<file path="config.mk">
export PLATFORM = sky130hd
export DESIGN_NAME = fir_inverse
export DESIGN_NICKNAME = d
export VERILOG_FILES = /design/src/rtl/fir_pkg.sv /design/src/rtl/fir_inverse_sample_history.sv /design/src/rtl/fir_inverse.sv
export SDC_FILE = /design/constraint.sdc
export NUM_CORES = 1
export LEC_CHECK = 0
export ABC_CLOCK_PERIOD_IN_PS = 4750
export BUFFER_PORTS_ARGS = -buffer_cell sky130_fd_sc_hd__buf_2
export CAP_MARGIN = 10
export CORE_AREA = 4 4 87 89
export CTS_CLUSTER_SIZE = 25
export DETAILED_ROUTE_END_ITERATION = 8
export DIE_AREA = 0 0 91 93
export PLACE_DENSITY = 0.71
export SYNTH_ARGS = -nofsm -noshare
export SYNTH_HDL_FRONTEND = slang
export SYNTH_SLANG_ARGS = --single-unit
</file>
<file path="constraint.sdc">
create_clock -name clk -period 4.75 [get_ports clk]
set_input_delay 0.2375 -clock clk [delete_from_list [all_inputs] [get_ports clk]]
set_output_delay 0.2375 -clock clk [all_outputs]
set_load 0.05 [all_outputs]
</file>
<file path="src/rtl/fir_pkg.sv">
// fir_pkg
// Shared definitions for the moving-sum filter pair (forward filter and
// inverse). Holds the default geometry, the largest legal moving-sum value
// and the inverse-filter state encoding.
package fir_pkg;

    localparam int unsigned N_DEF    = 4;   // taps of the forward moving sum
    localparam int unsigned W_IN_DEF = 8;   // raw sample width
    localparam int unsigned W_Y_DEF  = 16;  // moving-sum width

    // Largest value a consistent n-tap moving sum of w-bit samples can take.
    function automatic int unsigned y_max(input int unsigned n, input int unsigned w);
        return n * ((32'd1 << w) - 32'd1);
    endfunction

    localparam int unsigned YMAX = y_max(N_DEF, W_IN_DEF);

    typedef enum logic {
        RUN = 1'b0,
        ERR = 1'b1
    } fir_state_t;

endpackage

</file>
<file path="src/rtl/fir_inverse_sample_history.sv">
// sample_history
// N-deep shift register of reconstructed samples. The oldest entry (tap N-1)
// is the x[n-N] term of the inverse recursion.
// Ports:
//   clk       system clock
//   reset     synchronous active-high reset (flushes history)
//   clear     synchronous history flush
//   shift_en  push din into slot 0, shift everything one slot older
//   din       newest reconstructed sample
//   tap       oldest stored sample, x[n-N]
module sample_history #(
    parameter int unsigned N    = fir_pkg::N_DEF,
    parameter int unsigned W_IN = fir_pkg::W_IN_DEF
) (
    input  logic            clk,
    input  logic            reset,
    input  logic            clear,
    input  logic            shift_en,
    input  logic [W_IN-1:0] din,
    output logic [W_IN-1:0] tap
);

    logic [W_IN-1:0] hist [N];

    // NOTE: this storage is reset on purpose; the recursion assumes all past
    // samples are zero, so stale contents would corrupt every later output.
    always_ff @(posedge clk) begin
        if (reset || clear) begin
            for (int i = 0; i < N; i++) hist[i] <= '0;
        end else if (shift_en) begin
            hist[0] <= din;
            for (int i = 1; i < N; i++) hist[i] <= hist[i-1];
        end
    end

    assign tap = hist[N-1];

endmodule

</file>
<file path="src/rtl/fir_inverse.sv">
// fir_inverse
// Recovers raw samples x[n] from an N-tap unity-coefficient moving sum
// y[n] = x[n] + ... + x[n-N+1] via x[n] = y[n] - y[n-1] + x[n-N].
// A sample that cannot belong to a valid moving sum drops the block into
// an error state (sticky sync_err) until clear.
// Ports:
//   clk        system clock
//   reset      synchronous active-high reset
//   clear      synchronous history flush and error clear
//   in_valid   y_in valid
//   in_ready   block can take y_in this cycle
//   y_in       moving-sum sample y[n]
//   out_valid  x_out holds a reconstructed sample
//   out_ready  downstream takes x_out
//   x_out      reconstructed sample x[n]
//   sync_err   sticky stream-inconsistency flag
module fir_inverse
    import fir_pkg::*;
#(
    parameter int unsigned N    = fir_pkg::N_DEF,
    parameter int unsigned W_IN = fir_pkg::W_IN_DEF,
    parameter int unsigned W_Y  = fir_pkg::W_Y_DEF
) (
    input  logic            clk,
    input  logic            reset,
    input  logic            clear,
    input  logic            in_valid,
    output logic            in_ready,
    input  logic [W_Y-1:0]  y_in,
    output logic            out_valid,
    input  logic            out_ready,
    output logic [W_IN-1:0] x_out,
    output logic            sync_err
);

    localparam int unsigned          Y_MAX_I = y_max(N, W_IN);
    localparam logic [W_Y-1:0]       Y_MAX_V = Y_MAX_I[W_Y-1:0];
    localparam logic signed [W_Y+1:0] X_MAX  = (W_Y+2)'((1 << W_IN) - 1);

    fir_state_t            state_q, state_d;
    logic [W_Y-1:0]        y_prev;
    logic [W_IN-1:0]       hist_tap;
    logic signed [W_Y+1:0] d;
    logic                  accept;
    logic                  consistent;
    logic                  take_sample;

    // Two extra bits: one for the sign of y_in - y_prev, one for the carry
    // from adding x[n-N].
    assign d = $signed({2'b00, y_in}) - $signed({2'b00, y_prev})
             + $signed({{(W_Y+2-W_IN){1'b0}}, hist_tap});

    assign consistent = !d[W_Y+1] && (d <= X_MAX) && (y_in <= Y_MAX_V);

    // No skid buffer: accept only when the output slot is free or being
    // drained this cycle. In ERR nothing is produced, so input always flows.
    assign in_ready = !reset && !clear &&
                      ((state_q == ERR) || !out_valid || out_ready);

    assign accept      = in_valid && in_ready;
    assign take_sample = accept && (state_q == RUN) && consistent;

    // NOTE: every output of this block gets a default first so no path
    // leaves state_d unassigned and a latch cannot be inferred.
    always_comb begin
        state_d = state_q;
        if (clear) begin
            state_d = RUN;
        end else if (state_q == RUN && accept && !consistent) begin
            state_d = ERR;
        end
    end

    // NOTE: sequential state uses non-blocking assignments only, so every
    // register samples pre-edge values regardless of statement order.
    always_ff @(posedge clk) begin
        if (reset) begin
            state_q   <= RUN;
            out_valid <= 1'b0;
            x_out     <= '0;
            sync_err  <= 1'b0;
            y_prev    <= '0;
        end else begin
            state_q <= state_d;
            if (clear) begin
                out_valid <= 1'b0;
                sync_err  <= 1'b0;
                y_prev    <= '0;
            end else if (state_q == RUN) begin
                if (take_sample) begin
                    x_out     <= d[W_IN-1:0];
                    out_valid <= 1'b1;
                    y_prev    <= y_in;
                end else if (accept) begin
                    // Inconsistent sample: discard, keep history and y_prev.
                    out_valid <= 1'b0;
                    sync_err  <= 1'b1;
                end else if (out_valid && out_ready) begin
                    out_valid <= 1'b0;
                end
            end
        end
    end

    sample_history #(
        .N    (N),
        .W_IN (W_IN)
    ) u_history (
        .clk      (clk),
        .reset    (reset),
        .clear    (clear),
        .shift_en (take_sample),
        .din      (d[W_IN-1:0]),
        .tap      (hist_tap)
    );

endmodule
</file>
# == Word level (Yosys, flattened, before mapping) ==
# Memory sizes are Yosys's and may differ from the RTL's.
# Cells that the tools add are included.
# op_classes
addsub,2
n_mul,0
n_div,0
n_lt_le_gt_ge,2
eq_ne,0
shift,0
n_mux,12
n_bitwise,7
reduce_logical,23
# ops
cell,n
8-bit 2-to-1 mux,4
17-bit by 9-bit adder with 18-bit output,1
"18-bit by 9-bit less-or-equal comparator with 1-bit output, second input constant",1
16-bit by 16-bit subtractor with 17-bit output,1
"16-bit by 10-bit less-or-equal comparator with 1-bit output, second input constant",1
1-bit logical AND,9
1-bit 2-to-1 mux,8
3-bit AND reduction,2
1-bit zero test,5
1-bit bitwise OR,4
2-bit AND reduction,2
1-bit logical OR,3
1-bit NOT,3
3-bit nonzero test,1
2-bit OR reduction,1
# totals
register_bits,27
latch_bits,0
mem_bits_rw,32
rom_bits,0
in_bits,21
memories,1
# mem_list
name,depth,width,read_ports,rd_ports_with_merged_regs,write_ports,line,rtl
u_history.hist,4,8,4,0,4,fir_inverse_sample_history.sv:23,logic [W_IN-1:0] hist [N];

# == Depth between registers and ports, before layout ==
# Gate-level depths: netlist of run 1.
# depth
ltp_word,11
depth_mapped,20

# == Cells and area by module ==
# Synthesis of run 1 repeated with hierarchy kept, for this count alone.
# unflattened
hier_cells,396
area_unflattened_um2,4073.9
# by_module_without_submodules
module,n_inst,cells_each,area_per_inst_um2
fir_inverse,1,322,2620.0
sample_history,1,74,1453.9

# == Least setup slack after synthesis of run 1 ==
# No wires, ideal clock.
# synth_path
path_type,input port to flip-flop
from,input y_in[0]
to,"memory u_history.hist[0][0] (netlist name), enable pin"
setup_ns,0.394
t_arrival_ns,4.562
t_required_ns,4.356
path_slack_ns,-0.206
cell_stages,19
n_path_buf,1
cell_sequence,inv_1 ha_1 fa_1 and2b_1 o21a_1 nor2_1 xnor2_1 ha_1 o21a_1 o31a_1 nor2_1 a21oi_1 nor2_1 or2_2 or3_1 a221o_1 nor4_4 buf_4 nand2b_1
# synth_rtl
item,line,rtl
start: declaration,fir_inverse.sv:29,"input logic [W_Y-1:0] y_in,"
end: declaration,fir_inverse_sample_history.sv:23,

==> impl_results.md, run 1 <==
* Status: complete, no violations
* DRT Pass-1 Iters at 4
* Hold path depth at 2
* Pin count of the biggest net entering global routing at 33
* Delay-heaviest family, CP: simple AND/OR/NAND/NOR gates
* Final WL at 7.10 mm
* Relative max-transition margin at 65.1%
* Synth Cell Area at 3600 um2
* Met3 usage at 3.86%
* Worst Setup End Kind: flop
* Die Footprint at around 8500 um2
* Final Hold Viols at 0
* Clock power share at 39.3%
* Layout Nets at approximately 440
* Setup violations, final at 0
* DR vias/cell at about 5.6
* Post-synth ARST share at 0%
* Synth area leaders: edfxtp_1 27%, dfxtp_1 15%, ha_1 9.0%, and2_1 4.9%, mux2i_1 2.8%
* DRC at 0
* Fin. max-slew vios at 0
* Net switching power at 334 uW
* Final ANT Viol Nets at 0
* Setup crit start: y_prev[0]
* Worst path cell trace: ha_1, fa_1, and2b_1, o21a_1, nor2_1, xnor2_1, ha_1, o21a_1, o31a_1, nor2_1, a21oi_1, nor2_1, or2_2, or3_1, a221o_1, nor4_4, nand2b_2, buf_12
* CTS tree: built
* Placer Congestion at 0.919
* Worst R2R Path Depth at 18
* Netlist cell types at 56
* Slowest stage delay, CP at 390 ps
* Max Cap Violations at 0
* Pwr/cell area at 294 nW/um2
* Fillers at 589
* Synth top area share at 26.7%
* Diodes inserted at 0
* Multi-input logic area at 1950 um2
* Global-route wire length before repair at 12.2 mm
* Reg2reg start: y_prev[0]
* Internal power at approximately 870 uW
* Vias post-DR at 2,668
* CP Max Fanout at 32
* Overall Power at 1200 uW
* CP max stage cell: fa_1
* GR peak layer: met2
* Syn avg cell area at 10.1 um2
* Clk_lat worst skew at between 300 and 400 ps
* Max Freq at 0.225 GHz
* Fin crit period at 4440 ps
* Synth Instances at 356
* GR Util met2 at between 20% and 30%
* Post-DR wirelength/cell at roughly 15 um
* Initial Utilization at 53.3%
* Worst Path Required at 4790 ps
* Hold WS at 140 ps
* Crit path launch type: flop
* Worst-case clock buffer depth at 2
* Combinational power share at 14.7%
* Detailed Place HPWL at 5.25 mm
* Most common cell after layout, fill and taps aside: edfxtp_1
* Worst VDD drop at 0.000200 V
* Worst hold start: y_in[2]
* Clock root cell: clkbuf_8
* Grt total ovfl at 0
* Clock Skews at 10.2 ps
* Layout cells sized above 1 at 17.4%
* Final core utilization at 60.3%
* Clock slew at reported path FFs at about 70 ps
* Largest area contributor in the netlist: edfxtp_1
* Die Wd at 91 um
* TritonCTS Sinks at 59
* Most frequent cells in the layout: 32 x edfxtp_1, 31 x buf_2, 28 x and2_1, 27 x dfxtp_1, 26 x ha_1
* Core Area at just under 7000 um2
* Num rows at 30
* Synth Register Bits at 59
* Slew @ Worst Pin at about 520 ps
* Crit path DAT at 4490 ps
* WS Path Type: reg -> reg
* Seq pwr share at 46.0%
* DR iter-0 viols at 129
* CTS H-Tree Depth at 3
* Gr usage total at 18.2%
* Net Sw Frac at around 28%
* Layout area overhead at 13.1%
* Sequential share of the synthesized area at about two fifths
* CTS buffer count at 9
* WP depth at 18
* I/O pins at 32
* Buf/Inv on CP at 1
* Top cell by count, worst path: nor2_1
* Leakage at around 0.0016 uW
* Syn Nets at about 410
* Post-CTS Setup Bufs at 0
* Setup TNS at 0 ps
* Final period util at slightly above 90%
* YS warnings at 0
* Register area at 1500 um2
* Met1 usage at 26.0%
* Hold Path Class: in -> reg
* Post-synth EDFFs at 32
* Antenna violations before repair at 0
* Vias in the first global route at about 2.5k
* Port Buffers at 31
* Die H at 93 um
* Most common flop cell mapped by yosys: edfxtp_1
## through the flow
step,worst slack [ps],instances,cell area (um2)
5_1_grt,-45.8,477,4070
3_5_place_dp,165,461,3860
2_1_floorplan,157,356,3600
4_1_cts,190,477,4060
6_report,306,477,4070
3_3_place_gp,234,461,3860
## Yosys cell counts, types with 3 or more instances
cell type,n
o21ai_0,11
a31oi_1,3
a21o_1,6
mux2i_1,10
nor3_1,9
and2_1,28
nand2_1,14
xnor2_1,9
or2_2,4
edfxtp_1,32
nand3_1,6
o21a_1,7
nor4_1,3
nor2_1,20
xor2_1,7
and3_1,3
o2111ai_1,5
clkbuf_1,6
nor3b_1,3
nand2b_1,10
a21oi_1,16
mux2_1,8
inv_1,25
dfxtp_1,27
or4_1,3
nor2b_1,12
ha_1,26
a211oi_1,3
## state kept, by name (all words and copies together) (netlist names)
signal,flops
u_history.hist,32
y_prev,16
x_out,8
out_valid,1
state_q,1
sync_err,1
## kinds of logic (layout without fill, tap and decap cells)
logic type | Yosys count | in the layout | synth area share (%)
AO/OA/AOI/OAI | 72 | 72 | 14.1
XOR/XNOR | 16 | 16 | 3.89
adder cells (fa/ha/maj) | 28 | 28 | 10.1
buffers and inverters | 36 | 77 | 4.62
flip-flops | 59 | 59 | 41.7
multiplexers | 20 | 20 | 5.91
AND/OR/NAND/NOR | 125 | 125 | 19.6
## worst reg2reg max path, stage by stage, from the launching register on
cell	delay, ps
dfxtp_1	330
ha_1	200
fa_1	390
and2b_1	230
o21a_1	120
nor2_1	50
xnor2_1	150
ha_1	330
o21a_1	120
o31a_1	170
nor2_1	60
a21oi_1	190
nor2_1	90
or2_2	320
or3_1	320
a221o_1	390
nor4_4	250
nand2b_2	210
buf_12	200
## power groups by stage
stage               logic [uW]  registers [uW]  clock network (uW)
floorplan                  126             563                   0
global placement           171             563                   0
detailed placement         174             563                   0
CTS                        175             552                 479
global route               198             553                 505
finish                     176             552                 471
## final cells by class
class	count	area share, %
clock inverter	6	1.78
clock buffer	10	3.13
timing repair buffer	36	5.65
inverter	25	2.30
multi-input combinational	261	47.8
sequential	59	36.9
tap	80	2.46
## routing by layer
| layer | vias up | wire, um |
|---|---|---|
| met4 | 0 | 121 |
| li1 | 1351 | - |
| met5 | - | 0 |
| met1 | 1237 | 3340 |
| met2 | 67 | 3250 |
| met3 | 13 | 391 |
## what timing repair did
| item | 4_1_cts | 5_1_grt |
|---|---|---|
| endpoints found under the setup margin | 0 | 69 |
| gates resized for setup | 0 | 3 |
| hold buffers | 0 | 0 |
## worst paths after layout
kind / to / slack (ps)
worst max-delay path: u_history.hist[2][2] / 310
worst min-delay path: y_prev[2] / 140
worst max register to register: u_history.hist[2][2] / 310
worst min register to register: y_prev[14] / 450
(Power assumes the default switching activity.)
==> inputs of run 2 (changes only) <==
- BUFFER_PORTS_ARGS: -buffer_cell sky130_fd_sc_hd__buf_2 -> -buffer_cell sky130_fd_sc_hd__buf_4
- GPL_TIMING_DRIVEN: default -> 0
==> run 2 against run 1 <==
  * Sequential power hardly changed
  * Critical path depth up 2
  * Setup slack worse by 140 ps
==> impl_results.md, run 2 (synthesized netlist as in run 1, its figures left out) <==
* Slew @ Worst Pin at 1150 ps (was 522 ps)
* Antenna violations before repair at 0 (unchanged)
* Placer Congestion at 0.843 (was 0.919)
* Net switching power at 319 uW (was 334 uW)
* TritonCTS Sinks at 59 (unchanged)
* Setup crit start: y_prev[0] (unchanged)
* Worst-case clock buffer depth at 2 (unchanged)
* DR iter-0 viols at 151 (was 129)
* CP Max Fanout at 6 (was 32)
* Reg2reg start: y_prev[0] (unchanged)
* Vias in the first global route at 2,610 (was 2,533)
* Post-DR wirelength/cell at 15.9 um (was 14.9 um)
* Fin. max-slew vios at 0 (unchanged)
* Net Sw Frac at 25.7% (was 27.8%)
* Num rows at 30 (unchanged)
* CTS Hold Buffers Added at 0 (unchanged)
* Hold path depth at 2 (unchanged)
* Final WL at 7.80 mm (was 7.10 mm)
* Worst Path Required at 4950 ps (was 4790 ps)
* Global-route wire length before repair at 12.5 mm (was 12.2 mm)
* Layout cells sized above 1 at 20.2% (was 17.4%)
* Clock slew at reported path FFs at 70 ps (about the same)
* Pin count of the biggest net entering global routing at 17 (was 33)
* Vias post-DR at 2,789 (was 2,668)
* Crit path DAT at 4790 ps (was 4490 ps)
* Gr usage total at 18.6% (was 18.2%)
* Relative max-transition margin at 23.3% (was 65.1%)
* Clock Skews at 7.95 ps (was 10.2 ps)
* DRC at 0 (unchanged)
* Clk_lat worst skew at 340 ps (was 350 ps)
* Reg2reg setup slack at 160 ps (was 310 ps)
* Final period util at 96.6% (was 93.6%)
* Placed insts at 467 (was 461)
* CP endpoint: u_history.hist[0][6] (was u_history.hist[2][2])
* Die Wd at 91 um (unchanged)
* Combinational power share at 15.4% (was 14.7%)
* Most flop-heavy register: u_history.hist (unchanged)
* Die Footprint at 8460 um2 (unchanged)
* Fin crit period at 4590 ps (was 4440 ps)
* Pwr/cell area at 290 nW/um2 (was 294 nW/um2)
* I/O pins at 32 (unchanged)
* Status: complete, no violations (unchanged)
* Core Area at 6760 um2 (unchanged)
* CTS tree: built (unchanged)
* Hold Path Class: in -> reg (unchanged)
* CTS buffer count at 9 (unchanged)
* Worst Setup End Kind: flop (unchanged)
* Layout Nets at 454 (was 441)
* Final Hold Viols at 0 (unchanged)
* Detailed Place HPWL at 5.61 mm (was 5.25 mm)
* Largest register FFs at 32 (unchanged)
* Final ANT Viol Nets at 0 (unchanged)
* Setup violations, final at 0 (unchanged)
* Max Cap Violations at 0 (unchanged)
* Largest registers: u_history.hist: 32 flops, y_prev: 16 flops, x_out: 8 flops (unchanged)
* Non-filler cells, final at 490 (was 477)
* DRT Pass-1 Iters at 4 (unchanged)
* Internal power at 920 uW (was 865 uW)
* DR vias/cell at 5.69 (was 5.59)
* Layout area overhead at 18.8% (was 13.1%)
* Port Buffers at 31 (unchanged)
* CTS H-Tree Depth at 3 (unchanged)
* Max Freq at 0.218 GHz (was 0.225 GHz)
* Most frequent cells in the layout: 34 x buf_4, 32 x edfxtp_1, 28 x and2_1, 26 x dfxtp_1 (was 32 x edfxtp_1, 31 x buf_2, 28 x and2_1, 27 x dfxtp_1, 26 x ha_1)
* Worst R2R Path Depth at 20 (was 18)
* Diodes inserted at 0 (unchanged)
* Crit path launch type: flop (unchanged)
* Unrepaired setup endpoints after global routing: yes
* Die H at 93 um (unchanged)
* FF-to-FF End: u_history.hist[0][6] (was u_history.hist[2][2])
* Clock power share at 40.1% (was 39.3%)
* Worst VDD drop at 0.000171 V (was 0.000200 V)
* Most common cell after layout, fill and taps aside: buf_4 (was edfxtp_1)
* Leakage at 0.00169 uW (was 0.00162 uW)
* WS Path Type: reg -> reg (unchanged)
* Seq pwr share at 44.6% (was 46.0%)
* Overall Power at 1240 uW (was 1200 uW)
* Grt total ovfl at 0 (unchanged)
* Initial Utilization at 53.3% (unchanged)
* Clock root cell: clkbuf_8 (unchanged)
==> run 2: final cells by class <==
cell class,count,area [um2]
Clock buffer,11,131
Fill cell,567,2480
Multi-Input combinational cell,264,2030
Buffer,11,77.6
Tap cell,80,100
Clock inverter,5,77.6
Inverter,25,93.8
Timing Repair Buffer,35,260
Sequential cell,59,1500
==> run 2: power by group through the flow <==
stage	combinational [uW]	clock [uW]	sequential, uW
floorplan	126	0	563
global placement	175	0	563
detailed placement	177	0	564
CTS	180	507	552
global route	210	528	553
finish	190	496	552
==> run 2: worst max-delay path, cell delays in order (launching register included) <==
cell       delay, ps
dfxtp_1          360
ha_1             190
fa_2             220
and2b_1          200
o2111ai_1        310
nand2_1          150
xor2_1           180
ha_1             350
nand2_1           80
nand2_1           70
nand2_1           60
a21oi_2          130
nor2_1            80
or2_2            320
or3_1            310
a221o_1          380
nor4_4           410
buf_6            190
buf_2            180
buf_4            140
nor2b_1          120
==> run 2: what timing repair did <==
action	CTS	global route
setup buffers	0	4
resized for setup	3	17
pin swaps	1	5
hold endpoints to repair	0	0
endpoints found under the setup margin	32	83
cloned	1	2
==> run 2: metal layers <==
metal,share of wire (%),global-route usage (%)
met1,47,24.4
met2,47,30.2
met3,4.4,3.54
met4,1.7,7.66
met5,0,0
==> run 2: worst min path at each step <==
stage	slack (ps)	start	end
floorplan	370	y_in[2]	y_prev[2]
global placement	440	y_prev[10]	y_prev[10]
detailed placement	440	y_prev[12]	y_prev[12]
CTS	130	y_in[7]	y_prev[7]
global route	140	y_in[5]	y_prev[5]
finish	130	y_in[7]	y_prev[7]
==> run 2: per-stage QoR <==
step | cell area [um2] | hold WS [ps] | util (%) | setup slack [ps] | setup TNS (ps)
floorplan | 3600 | 365 | - | 157 | 0
global placement | 3940 | 441 | 58.2 | -510 | -16280
detailed placement | 3940 | 443 | 58.2 | -564 | -17970
CTS | 4170 | 126 | 61.7 | 68.3 | 0
global route | 4280 | 139 | 63.3 | -52.0 | -235
finish | 4280 | 134 | 63.3 | 162 | 0
